## src/rtl/midi_pkg.sv

```systemverilog
// midi_pkg: shared MIDI status nibbles, encoder FSM states and byte type
package midi_pkg;
  localparam logic [3:0] MIDI_NOTE_ON = 4'h9;
  localparam logic [3:0] MIDI_NOTE_OFF = 4'h8;
  typedef enum logic [1:0] {IDLE, STATUS, DATA1, DATA2} state_t;
  typedef logic [7:0] midi_byte_t;
endpackage

```

## src/rtl/uart_tx.sv

```systemverilog
// uart_tx: 8N1 LSB-first serial transmitter with back-to-back byte handoff
// Ports: clk, reset (async, active-low), byte_valid/byte_ready/data byte
// handshake, tx serial line (idles high), idle (no frame in progress).
// tx is registered one clock behind the bit state, so a byte accepted from
// idle starts its start bit one clock after acceptance.
module uart_tx
  import midi_pkg::*;
#(
  parameter int F_CLK = 12_000_000,
  parameter int BAUD = 31_250
) (
  input  logic       clk,
  input  logic       reset,
  input  logic       byte_valid,
  output logic       byte_ready,
  input  logic [7:0] data,
  output logic       tx,
  output logic       idle
);
  localparam int BIT_CYCLES = F_CLK / BAUD;
  localparam int CW = $clog2(BIT_CYCLES + 1);
  logic [CW-1:0] cnt;
  logic [3:0] idx;
  logic active, last_cnt, line;
  midi_byte_t sh;
  assign last_cnt = cnt == CW'(BIT_CYCLES - 1);
  assign idle = !active;
  // Ready in the final stop-bit clock so the next start bit follows with no gap.
  assign byte_ready = !active || (idx == 4'd9 && last_cnt);
  assign line = idx == 4'd0 ? 1'b0 : idx == 4'd9 ? 1'b1 : sh[3'(idx - 4'd1)];
  always_ff @(posedge clk or negedge reset)
    if (!reset) begin
      active <= 1'b0;
      idx <= '0;
      cnt <= '0;
      sh <= '0;
      tx <= 1'b1;
    end else begin
      tx <= active ? line : 1'b1;
      if (byte_valid && byte_ready) begin
        active <= 1'b1;
        idx <= '0;
        cnt <= '0;
        sh <= data;
      end else if (active) begin
        cnt <= last_cnt ? '0 : cnt + 1'b1;
        if (last_cnt) begin
          idx <= idx + 4'd1;
          if (idx == 4'd9) active <= 1'b0;
        end
      end
    end
endmodule

```

## src/rtl/midi_event_tx.sv

```systemverilog
// midi_event_tx: turns detector note changes into MIDI Note On/Off on a UART line
// Ports: clk, reset (async, active-low), midi[6:0] + note_on from the
// detector, tx MIDI OUT line (idles high), busy (message in progress).
// Option MIDI_RUNNING_STATUS_EN: Note Off sent as 0x9n/vel 0 and the
// status byte is omitted when it repeats the last one sent.
module midi_event_tx
  import midi_pkg::*;
#(
  parameter int F_CLK = 12_000_000,
  parameter int BAUD = 31_250,
  parameter int CHANNEL = 0,
  parameter int VELOCITY = 100
) (
  input  logic       clk,
  input  logic       reset,
  input  logic [6:0] midi,
  input  logic       note_on,
  output logic       tx,
  output logic       busy
);
  localparam midi_byte_t ON_ST = {MIDI_NOTE_ON, 4'(CHANNEL)};
`ifdef MIDI_RUNNING_STATUS_EN
  localparam midi_byte_t OFF_ST = ON_ST;
`else
  localparam midi_byte_t OFF_ST = {MIDI_NOTE_OFF, 4'(CHANNEL)};
`endif
  state_t st, st_n;
  logic cur_on, off_ev, on_ev, skip, byte_valid, byte_ready, uart_idle;
  logic [6:0] cur_note;
  midi_byte_t b_st, b_d1, b_d2, data, ev_st;
  assign off_ev = cur_on && (!note_on || midi != cur_note);
  assign on_ev = !cur_on && note_on;
  assign ev_st = off_ev ? OFF_ST : ON_ST;
`ifdef MIDI_RUNNING_STATUS_EN
  midi_byte_t last_status;
  assign skip = ev_st == last_status;
  always_ff @(posedge clk or negedge reset)
    if (!reset) last_status <= 8'h00;
    else if (st == STATUS && byte_ready) last_status <= b_st;
`else
  assign skip = 1'b0;
`endif
  // The FSM is only non-idle ahead of the UART for the single accept cycle,
  // so the UART alone sets busy and keeps it aligned with the serial frame.
  assign busy = !uart_idle;
  always_comb begin
    st_n = st;
    byte_valid = st != IDLE;
    data = st == STATUS ? b_st : st == DATA1 ? b_d1 : b_d2;
    if (st == IDLE) st_n = off_ev || on_ev ? (skip ? DATA1 : STATUS) : IDLE;
    else if (byte_ready) st_n = st == STATUS ? DATA1 : st == DATA1 ? DATA2 : IDLE;
  end
  // Message bytes are captured on leaving IDLE so later input changes cannot
  // corrupt a message in flight.
  always_ff @(posedge clk or negedge reset)
    if (!reset) begin
      st <= IDLE;
      cur_on <= 1'b0;
      cur_note <= '0;
      b_st <= '0;
      b_d1 <= '0;
      b_d2 <= '0;
    end else begin
      st <= st_n;
      if (st == IDLE && off_ev) begin
        b_st <= ev_st;
        b_d1 <= {1'b0, cur_note};
        b_d2 <= '0;
        cur_on <= 1'b0;
      end else if (st == IDLE && on_ev) begin
        b_st <= ev_st;
        b_d1 <= {1'b0, midi};
        b_d2 <= {1'b0, 7'(VELOCITY)};
        cur_note <= midi;
        cur_on <= 1'b1;
      end
    end
  uart_tx #(.F_CLK(F_CLK), .BAUD(BAUD)) u_uart (
    .clk(clk),
    .reset(reset),
    .byte_valid(byte_valid),
    .byte_ready(byte_ready),
    .data(data),
    .tx(tx),
    .idle(uart_idle)
  );
endmodule

```

## config.mk

```make
export PLATFORM = sky130hd
export DESIGN_NAME = midi_event_tx
export DESIGN_NICKNAME = d
export VERILOG_FILES = /design/src/rtl/midi_pkg.sv /design/src/rtl/uart_tx.sv /design/src/rtl/midi_event_tx.sv
export SDC_FILE = /design/constraint.sdc
export NUM_CORES = 1
export LEC_CHECK = 0
export BUFFER_PORTS_ARGS = -buffer_cell sky130_fd_sc_hd__buf_4
export CORE_MARGIN = 5
export CORE_UTILIZATION = 30
export CTS_CLUSTER_SIZE = 40
export DETAILED_ROUTE_END_ITERATION = 16
export GPL_TIMING_DRIVEN = 0
export PLACE_DENSITY = 0.45
export RECOVER_POWER = 50
export SYNTH_ARGS = -nofsm -noshare
export SYNTH_HDL_FRONTEND = slang
export SYNTH_SLANG_ARGS = --single-unit
```

## constraint.sdc

```tcl
create_clock -name clk -period 3.9 [get_ports clk]
set_clock_uncertainty 0.2 [all_clocks]
set_input_delay 0.78 -clock clk [delete_from_list [all_inputs] [get_ports clk]]
set_output_delay 0.78 -clock clk [all_outputs]
set_load 0.05 [all_outputs]
```

==> run_results.csv <==
group,metric,value,unit
timing,report.final.slew_viol_count,0,
die,ios,12,
timing,worst-slew-pin-transition,0.566,ns
synth,synthesis.yosys.warnings,0,
hold_path,hold_path_class,"in -> async",
detailed_routing,drt.antenna.violating_nets,0,
synth,synthesis.nets,230,
clock_tree,clock_insertion_delay_at_the_later_pin_of_the_skew_report,0.30,ns
setup_path,reg2reg_depth,6,
synth,ys_seq_area_frac,0.474,
clock_tree,tritoncts,"yes",
setup_path,start_kind,"flip-flop",
synth,synth_edf_count,0,
power_and_ir_drop,power_switching,176,uW
flow_run,count_of_max_cap_constraint_violations,0,
die,fp.dieArea,9210,um2
global_routing,grt_pass1_vias,1542,
finish,final_cell_count_no_fill,331,
timing,post-route-min-period,2.44,ns
synth,netlist_instances,213,
timing,number_of_failing_setup_endpoints_in_the_final_timing_report,0,
synth,netlist-cell-type-count,45,
timing,finalHoldWorstSlack,0.264,ns
finish,areaGrowthSynthToFinish,13.1,%
timing,rsz_0062_raised_after_global_routing,"no",
die,die_x,96.0,um
clock_tree,cts-resized-gates,0,
die,core_area,7210,um2
detailed_routing,drt-initial-drc-count,84,
synth,post_synth_instance_area,2220,um2
detailed_routing,routed_wirelength,4.40,mm
detailed_routing,firstDrtPassIters,4,
timing,finalCritPeriodShare,0.625,
power_and_ir_drop,power-per-cell-area,297,nW/um2
clock_tree,clock_transition_at_the_registers_of_the_reported_paths,0.09,ns
setup_path,setup.reg_to_reg.worst_slack,1.46,ns
die,floorplan.rows,31,
finish,final_layout_size_suffix_gt1_frac,0.134,
die,floorplan.initialDensity,0.307,
clock_tree,cts_buffers,5,
setup_path,timing_worst_setup_path_type,"reg -> reg",
power_and_ir_drop,vdd_drop_max,0.155,mV
synth,yosys.cell_count.top_type,"sky130_fd_sc_hd__nand2_1",
power_and_ir_drop,power_frac_comb,0.029,
clock_tree,htree_levels,2,
global_routing,antenna_found_initial,0,
global_routing,grt_use_total,0.111,
timing,setup_ws,1.46,ns
placed_design,routability_congestion_estimate,0.648,
clock_tree,ctsLongestPathBuffers,2,
synth,synth_commonest_cells,"sky130_fd_sc_hd__nand2_1 (50), sky130_fd_sc_hd__dfrtp_1 (41), sky130_fd_sc_hd__nor2_1 (10)",
synth,postSynthRegisterBits,42,
synth,yosysTopAreaCellShare,0.462,
clock_tree,cts_post_setup_buffers_inserted,0,
synth,syn_area_per_cell,10.4,um2
status,outcome,"finished, final reports clean",
placed_design,detailed_place_hpwl,3.15,mm
setup_path,worstPathArrival,2.43,ns
finish,final_nets,248,
setup_path,crit_path_capture_type,"flip-flop",
power_and_ir_drop,p_leak,0.00123,uW
setup_path,r2r-start,"u_uart.idx[0]$_DFFE_PN0P_",
detailed_routing,vias,1526,
synth,async_flop_share,1.00,
power_and_ir_drop,sw_frac_of_total,0.236,
clock_tree,cts_hold_repair.buffers,0,
placed_design,worst_slack_placed,1.44,ns
synth,yosysTopAreaCell,"sky130_fd_sc_hd__dfrtp_1",
timing,finalHoldViolations,0,
global_routing,wire_length_of_the_first_global_routing_pass,7.66,mm
power_and_ir_drop,internal-power,570,uW
die,die_h,96.0,um
detailed_routing,drc,0,
timing,maximum_operating_frequency,410,MHz
synth,ys_top_cells_by_area,"sky130_fd_sc_hd__dfrtp_1 (46%), sky130_fd_sc_hd__nand2_1 (8.5%), sky130_fd_sc_hd__mux4_1 (4.7%)",
synth,yosys_most_used_dff,"sky130_fd_sc_hd__dfrtp_1",
power_and_ir_drop,seq_power_share,0.583,
timing,tns,0,ns
clock_tree,cts-root-buf,"sky130_fd_sc_hd__clkbuf_8",
global_routing,grt_overflow_total,0,
setup_path,worstPathMaxFanout,5,
power_and_ir_drop,post-layout-total-power,746,uW
placed_design,dp_cells,323,
global_routing,grt_start_max_net_pins,43,
placed_design,io_buffer_count,11,
detailed_routing,route.detailed.vias_per_inst,4.61,
setup_path,worstReg2RegEnd,"u_uart.tx$_DFF_PN1_",
clock_tree,clock_sink_count,42,
setup_path,required,3.89,ns
detailed_routing,post_drt_wl_per_cell,13.3,um
finish,nFillCells,769,
power_and_ir_drop,clock_power_share,0.388,
setup_path,worst_setup_path_startpoint,"u_uart.idx[0]$_DFFE_PN0P_",
finish,antenna_cells,0,
timing,maxSlewHeadroom,0.623,
[through the flow]
stage                util  area [um2]
global placement    0.336        2420
global route        0.348        2510
CTS                 0.348        2510
detailed placement  0.336        2420
floorplan               -        2220
finish              0.348        2510
[layer usage]
layer / up-vias / share of wire / track usage / routed length (um)
li1: 778 / - / - / -
met1: 726 / 0.49 / 0.145 / 2160
met2: 18 / 0.46 / 0.175 / 2030
met3: 4 / 0.034 / 0.0336 / 148
met4: 0 / 0.013 / 0.0355 / 57
met5: - / 0 / 0 / 0
[cell type report]
| cell class | instances | area [um2] | area share |
|---|---|---|---|
| Tap cell | 99 | 124 | 0.0494 |
| Timing Repair Buffer | 11 | 82.6 | 0.0329 |
| Inverter | 6 | 22.5 | 0.00897 |
| Sequential cell | 42 | 1050 | 0.419 |
| Buffer | 8 | 33.8 | 0.0135 |
| Clock buffer | 6 | 72.6 | 0.0289 |
| Clock inverter | 2 | 13.8 | 0.00548 |
| Multi-Input combinational cell | 157 | 1110 | 0.442 |
[worst max-delay path, cell delays in order (launching register included)]
cell and delay (ns):
sky130_fd_sc_hd__dfrtp_1 0.44, sky130_fd_sc_hd__clkinv_1 0.12, sky130_fd_sc_hd__ha_1 0.27, sky130_fd_sc_hd__mux4_1 0.57
sky130_fd_sc_hd__mux2_2 0.29, sky130_fd_sc_hd__a2111oi_2 0.35, sky130_fd_sc_hd__a41oi_1 0.09
[worst max path at each step]
stage | to | slack, ns | depth (start not counted)
global route | b_d1[4]$_DFFE_PN0P_ | 1.22 | 8
CTS | u_uart.tx$_DFF_PN1_ | 1.43 | 6
detailed placement | b_d1[5]$_DFFE_PN0P_ | 1.44 | 6
global placement | u_uart.tx$_DFF_PN1_ | 1.45 | 6
finish | u_uart.tx$_DFF_PN1_ | 1.46 | 6
floorplan | u_uart.tx$_DFF_PN1_ | 1.64 | 6
[logic make-up after synthesis]
family,share of synthesized area
simple gates,0.183
flops,0.474
compound gates,0.0987
mux,0.127
buf+inv,0.0259
xor+xnor,0.0513
fa+ha+maj,0.0395
[flip-flops by register name, indices dropped and copies added (netlist names)]
register and flops:
b_d1 7, b_d2 1, b_st 2, cur_note 7, st 2, u_uart.active 1
u_uart.cnt 9, u_uart.idx 4, u_uart.sh 8, u_uart.tx 1
[power groups by stage]
stage	Sequential, uW	Clock [uW]	Combinational, uW
2_1_floorplan	444	0	3.61
3_3_place_gp	444	0	22.7
3_5_place_dp	444	0	23.0
4_1_cts	435	302	22.9
5_1_grt	435	321	25.5
6_report	435	289	21.8
[cell usage in the layout, fill, tap and decap left out, types with 4 or more instances in the layout]
master and instances:
sky130_fd_sc_hd__clkbuf_8 5, sky130_fd_sc_hd__mux2_1 8, sky130_fd_sc_hd__dfrtp_1 41, sky130_fd_sc_hd__a21oi_1 7, sky130_fd_sc_hd__inv_1 5, sky130_fd_sc_hd__mux4_1 4, sky130_fd_sc_hd__xnor2_1 9, sky130_fd_sc_hd__nand2_1 50
sky130_fd_sc_hd__o31ai_1 4, sky130_fd_sc_hd__o21ai_1 4, sky130_fd_sc_hd__mux2_2 5, sky130_fd_sc_hd__nand4_1 5, sky130_fd_sc_hd__clkbuf_1 5, sky130_fd_sc_hd__xor2_1 4, sky130_fd_sc_hd__nor2_1 10, sky130_fd_sc_hd__buf_4 11
sky130_fd_sc_hd__nor2b_1 4, sky130_fd_sc_hd__ha_1 7
Note: power is estimated with default switching activity, not from simulation.
